<file path="config.mk">
export PLATFORM = sky130hd
export DESIGN_NAME = link_receiver
export DESIGN_NICKNAME = d
export VERILOG_FILES = /design/src/rtl/link_receiver.sv
export SDC_FILE = /design/constraint.sdc
export NUM_CORES = 1
export LEC_CHECK = 0
export BUFFER_PORTS_ARGS = -buffer_cell sky130_fd_sc_hd__buf_2
export CAP_MARGIN = 20
export CORE_ASPECT_RATIO = 1.5
export CORE_MARGIN = 4
export CORE_UTILIZATION = 53
export CTS_CLUSTER_SIZE = 25
export DETAILED_ROUTE_END_ITERATION = 7
export HOLD_SLACK_MARGIN = 0.06
export PLACE_DENSITY = 0.84
export SLEW_MARGIN = 5
export SYNTH_ARGS = -nofsm -noshare
export SYNTH_HDL_FRONTEND = slang
export SYNTH_SLANG_ARGS = --single-unit
</file>
<file path="constraint.sdc">
create_clock -name clk -period 2.75 [get_ports clk]
set_clock_uncertainty 0.05 [all_clocks]
set_input_delay 0.4125 -clock clk [delete_from_list [all_inputs] [get_ports clk]]
set_output_delay 0.4125 -clock clk [all_outputs]
set_load 0.02 [all_outputs]
</file>
<file path="src/rtl/link_receiver.sv">
// Receive-side elastic buffer: valid/ready in, valid/ready out, DEPTH-word FIFO.
// Optional macro LINK_PARITY_EN adds even-parity checking with a saturating error counter.
module link_receiver #(
  parameter int WIDTH = 8,
  parameter int DEPTH = 4
) (
  input  logic                       clk,
  input  logic                       rst,
  input  logic                       in_valid,
  input  logic [WIDTH-1:0]           in_data,
  output logic                       in_ready,
  output logic                       out_valid,
  output logic [WIDTH-1:0]           out_data,
  input  logic                       out_ready,
`ifdef LINK_PARITY_EN
  input  logic                       in_parity,
  output logic [7:0]                 parity_errs,
`endif
  output logic [$clog2(DEPTH):0]     level
);

  localparam int AW = $clog2(DEPTH);
  localparam int LW = AW + 1;

  // Handshake rule on both sides: a word moves on a rising edge only when
  // valid and ready are both high; ready never depends on valid.

  logic [WIDTH-1:0] mem_q [DEPTH];
  logic [AW-1:0]    rd_ptr_q, rd_ptr_d;
  logic [AW-1:0]    wr_ptr_q, wr_ptr_d;
  logic [LW-1:0]    level_q, level_d;
  logic             parity_ok;
  logic             push, pop;

  assign in_ready  = (level_q != LW'(DEPTH));
  assign out_valid = (level_q != '0);
  assign level     = level_q;

`ifdef LINK_PARITY_EN
  logic [7:0] errs_q, errs_d;

  assign parity_ok   = ((^in_data) == in_parity);
  assign parity_errs = errs_q;
  // Gated so that the register-reset value of 0 shows while the buffer is empty.
  assign out_data    = out_valid ? mem_q[rd_ptr_q] : '0;

  always_comb begin
    errs_d = errs_q;
    if (in_valid && in_ready && !parity_ok && (errs_q != 8'hFF))
      errs_d = errs_q + 8'd1;
  end

  always_ff @(posedge clk or posedge rst) begin
    if (rst) errs_q <= '0;
    else     errs_q <= errs_d;
  end
`else
  assign parity_ok = 1'b1;
  assign out_data  = mem_q[rd_ptr_q];
`endif

  assign push = in_valid && in_ready && parity_ok;
  assign pop  = out_valid && out_ready;

  always_comb begin
    rd_ptr_d = rd_ptr_q;
    wr_ptr_d = wr_ptr_q;
    level_d  = level_q;
    if (push) wr_ptr_d = wr_ptr_q + AW'(1);
    if (pop)  rd_ptr_d = rd_ptr_q + AW'(1);
    if (push && !pop)      level_d = level_q + LW'(1);
    else if (pop && !push) level_d = level_q - LW'(1);
  end

  always_ff @(posedge clk or posedge rst) begin
    if (rst) begin
      rd_ptr_q <= '0;
      wr_ptr_q <= '0;
      level_q  <= '0;
    end else begin
      rd_ptr_q <= rd_ptr_d;
      wr_ptr_q <= wr_ptr_d;
      level_q  <= level_d;
    end
  end

  // Storage is not reset; stale contents are never visible through out_valid.
  always_ff @(posedge clk) begin
    if (push) mem_q[wr_ptr_q] <= in_data;
  end

endmodule

</file>
* Word level (Yosys, flattened, before mapping) *
Memory sizes are Yosys's and may differ from the RTL's.
Cells that the tools add are included.

word-level totals
  bits in registers = 7
  RAM bits = 32
  output and inout port bits = 13
  memories = 1

memory list
  memory  words  width  rd ports  clocked after memory_dff  wr ports  RTL line  source
  mem_q   4      8      1         0                         1         28        logic [WIDTH-1:0] mem_q [DEPTH];

operators by class
  $add $sub $neg = 4
  equality and inequality tests = 1
  mux-type cells = 4
  reductions and logical operators = 8

operator list
  cell                 count
  $mux 3               2
  $add 2x1->2 const B  2
  $logic_and 1x1->1    4
  $add 3x1->3 const B  1
  $ne 3x3->1 const B   1
  $reduce_bool 3->1    1
  $sub 3x1->3 const B  1
  $logic_not 1->1      2
  $mux 1               2
  $reduce_bool 2->1    1

* Depth between registers and ports, before layout *
  depth in word-level cells = 6
  mapped depth = 8

* Worst setup path after synthesis *
Ideal clock, no wire load.

  path kind = flip-flop to flip-flop
  from = register level_q[0], in the netlist level[0]
  to = register level_q[2], in the netlist level[2]
  data arrival time = 2,034 ps
  data required time = 2,620 ps
  setup slack = 586 ps
  stages on the path, launching flop included = 9
  path buffers = 0
  clock period less this slack = 2,164 ps
  path through = dfrtp_1 > or3_4 > nand2_4 > ha_1 > inv_1 > fa_1 > xor2_1 > nor2_1 > xor2_1

on the way
  longest elaborated chain between the ends = 5
  elaborated cells on any way between the ends = 13
  classes of those cells = add/sub: 2; eq/ne: 1; mux: 2; reduce/logical: 8

ends and longest elaborated chain
  element                                             RTL line  source
  start: declaration                                  31        logic [LW-1:0] level_q, level_d;
  start signal: assignment                            83        level_q <= level_d;
  $reduce_bool 3->1 (*)                               36        assign out_valid = (level_q != '0);
  via out_valid                                       12        output logic out_valid,
  $logic_and 1x1->1 (*)                               63        assign pop = out_valid && out_ready;
  $logic_not 1->1                                     71        if (push && !pop) level_d = level_q + LW'(1);
  $logic_and 1x1->1                                   71
  $mux 3 / $reduce_bool 2->1 (equally long branches)  n/a

Mark *: on every way through the listed nets, which the timed path passes. The rest lies on a longest branch. The select of a mux whose other input is x is not followed.
A chain may end at the register's enable or synchronous reset.

* Worst setup path in the final report *
  from = register rd_ptr_q[0]
  to = output out_data[3]

on the way
  longest elaborated chain between the ends = 1

ends and longest elaborated chain
  element                   RTL line  source
  start: declaration        29        logic [AW-1:0] rd_ptr_q, rd_ptr_d;
  start signal: assignment  81        rd_ptr_q <= rd_ptr_d;
  $mem_v2 4x8               n/a
  end: declaration          13        output logic [WIDTH-1:0] out_data,

No other way between the ends.

==> qor.csv <==
stage;metric;value;unit
outcome;outcome;finished clean;
drt;drtIter0Drc;16;
setup_path;crit_chain;mux4_2 -> buf_2;
yosys;syn_area;1600;sq um
drt;ant_nets;0;
final_layout;final_util;63.1;%
cts;cts_max_path_buffers;2;
cts;cts_root_buf;clkbuf_8;
sta;worstMarginPinSlew;621;ps
grt;grt_antenna_before_repair;0;
yosys;yosys.area_share.simple;4.47;%
grt;grt_pass1_vias;858;
setup_path;crit_family;flip-flops;
grt;grt_max_degree;12;
setup_path;rrSetupSlack;580;ps
grt;grt_usage;15.7;%
setup_path;timing_worst_setup_path_type;flip-flop to output port;
yosys;yosys_warnings;0;
setup_path;r2r_cells;8;
place;dpl_cell_area;1750;sq um
place;gp_congestion;0.680;
yosys;seq_area_frac_synth;71.2;%
cts;cts_buffers;5;
floorplanning;core_area;2910;sq um
cts;clk_pin_slew;60;ps
final_layout;finalNonFillerCells;148;
sta;tns;0;ps
cts;cts.hold.buffers_added;1;
yosys;yosys.area_share.xor_xnor;3.29;%
sta;setup_ws;503;ps
setup_path;cp.arrival;1780;ps
setup_path;crit_slowest_cell;dfrtp_1;
yosys;synth_nets;96;
setup_path;r2r_start;level[0]$_DFFE_PP0P_;
yosys;syn_area_per_cell;20.5;sq um
pwr;sequentialPowerShare;47.8;%
final_layout;drive_gt1_share;39.4;%
pwr;switching_share;34.3;%
drt;drc_errors;0;
final_layout;nFillCells;236;
sta;hold_slack;296;ps
cts;htreeDepth;2;
floorplanning;ios;25;
pwr;p_leak;0.689;nW
pwr;p_int;1.31;mW
pwr;power;1.99;mW
pwr;irDropWorstVdd;0.676;mV
min_path;worstHoldPathType;primary input to flip-flop;
final_layout;final_area;1840;sq um
place;pre_cts_slack;593;ps
setup_path;rr_endpoint;level[2]$_DFFE_PP0P_;
sta;fin_crit_sh;81.7;%
pwr;p_per_area;1080;nW/um^2
drt;routedWlPerCell;16.2;um
sta;hold_violations;0;
floorplanning;core.rowCount;24;
sta;slew_headroom;58.6;%
yosys;yosysUniqueCellTypes;20;
sta;max_freq;0.445;GHz
sta;setup_viol;0;
yosys;netlist_instances;78;
setup_path;worstPathRequired;2290;ps
floorplanning;dieArea;3970;sq um
drt;vias;755;
pwr;switching_power;0.683;mW
grt;overflow;0;
cts;postCtsSetupRepairBufs;0;
drt;viasPerCell;5.10;
drt;drt_pass1_iterations;4;
setup_path;worst-path-buf-inv;1;
place;dp.final_hpwl;1740;um
setup_path;crit_fanout;10;
yosys;post_synth_fa_ha_maj_area_fraction;5.18;%
floorplanning;start_util;54.8;%
sta;period_minus_slack;2250;ps
yosys;synth_compound_area_share;1.18;%
floorplanning;die_width;52.8;um
yosys;muxShareOfSynthArea;12.7;%
yosys;synth-seq-cells;39;
pwr;combinationalPowerShare;34.8;%
place;place_inst;139;
setup_path;cpPeakStageDelay;740;ps
setup_path;worstSetupStartpointType;flip-flop;
sta;slew_viol_final;0;
setup_path;crit_cells;2;
cts;cts_sinks;39;
grt;grt_pass1_wl;4150;um
sta;rsz0062_at_grt;no;
pwr;p_clk_share;17.5;%
place;port_buffers;24;
job;drv_cap;0;
final_layout;areaGrowthSynthToFinish;15.2;%
setup_path;end_kind;output port;
setup_path;crit_end;out_data[3];
setup_path;crit_start;rd_ptr_q[0]$_DFFE_PP0P_;
cts;clock_latency;280;ps
cts;cts_tree;built;
floorplanning;die_y;75.2;um
drt;drt-total-wl;2400;um
final_layout;num_antenna_cells;0;
yosys;synth_top_family_by_area;multiplexers;
cts;post_cts_resized;0;
final_layout;final_nets;126;
## per-layer routing
metal  GRT usage [%]  up-vias  routed length (um)
li1                -      352                   -
met1            17.0      376                 882
met2            27.6       23                1360
met3            5.35        4                 134
met4            6.82        0                  22
met5               0        -                   0
## Yosys cell counts (all sizes together)
| cell type | n | share of area (%) |
|---|---|---|
| buf | 1 | 0.71 |
| xor2 | 2 | 1.1 |
| ha | 5 | 3.9 |
| mux4 | 8 | 11 |
| inv | 4 | 0.94 |
| nand2 | 2 | 0.94 |
| or3 | 1 | 0.71 |
| fa | 1 | 1.3 |
| nor2 | 2 | 0.63 |
| mux2 | 2 | 1.4 |
| nand3 | 1 | 0.63 |
| xnor2 | 4 | 2.2 |
| and2 | 4 | 1.6 |
| dfrtp | 7 | 11 |
| clkbuf | 1 | 0.31 |
| edfxtp | 32 | 60 |
| a21boi | 1 | 1.2 |
## registers in the layout (all words and copies together) (netlist names)
register,cells
level,3
wr_ptr_q,2
rd_ptr_q,2
mem_q,32
## logic make-up (layout without fill, tap and decap cells)
logic type / Yosys count / in the layout
adders and majority gates: 6 / 6
xor gates and xnor gates: 6 / 6
muxes: 10 / 10
DFF: 39 / 39
and+or+nand+nor: 10 / 10
AOI/OAI and AO/OA: 1 / 1
buffers and inverters: 6 / 37
## cell type report
type / instances / area, sq um / area share [%]
Clock buffer: 8 / 80.1 / 4.36
Timing Repair Buffer: 25 / 130 / 7.08
Multi-Input combinational cell: 33 / 428 / 23.3
Tap cell: 39 / 48.8 / 2.65
Inverter: 4 / 15.0 / 0.817
Sequential cell: 39 / 1140 / 61.8
## worst register-to-register path, stage by stage (launching register included)
cell	delay, ps
dfrtp_1	450
or3_4	450
nand2_4	90
ha_1	180
inv_1	60
fa_1	390
xor2_1	160
nor2_1	110
xor2_1	150
## power by group through the flow
stage,logic (mW),registers [mW],clock network [mW]
global route,0.763,0.979,0.391
detailed placement,0.701,0.967,0
CTS,0.707,0.958,0.361
global placement,0.679,0.951,0
finish,0.691,0.951,0.347
floorplan,0.563,0.905,0
## cells in the final DEF, fill, tap and decap left out, drive strengths merged
| cell | count |
|---|---|
| a21boi | 1 |
| and2 | 4 |
| buf | 24 |
| clkbuf | 8 |
| dfrtp | 7 |
| dlygate4sd3 | 1 |
| edfxtp | 32 |
| fa | 1 |
| ha | 5 |
| inv | 4 |
| mux2 | 2 |
| mux4 | 8 |
| nand2 | 2 |
| nand3 | 1 |
| nor2 | 2 |
| or3 | 1 |
| xnor2 | 4 |
| xor2 | 2 |
## how the worst min path moves through the flow
stage,start,endpoint,slack [ps],cells after the start
after floorplan,rst,level[0]$_DFFE_PP0P_,170,1
after global placement,rst,wr_ptr_q[1]$_DFFE_PP0P_,300,2
after detailed placement,rst,wr_ptr_q[0]$_DFFE_PP0P_,310,2
after CTS,in_data[7],mem_q[3][7]$_DFFE_PP_,280,1
after global routing,in_data[2],mem_q[2][2]$_DFFE_PP_,280,1
final,in_data[7],mem_q[3][7]$_DFFE_PP_,300,1
(Power assumes the default switching activity.)
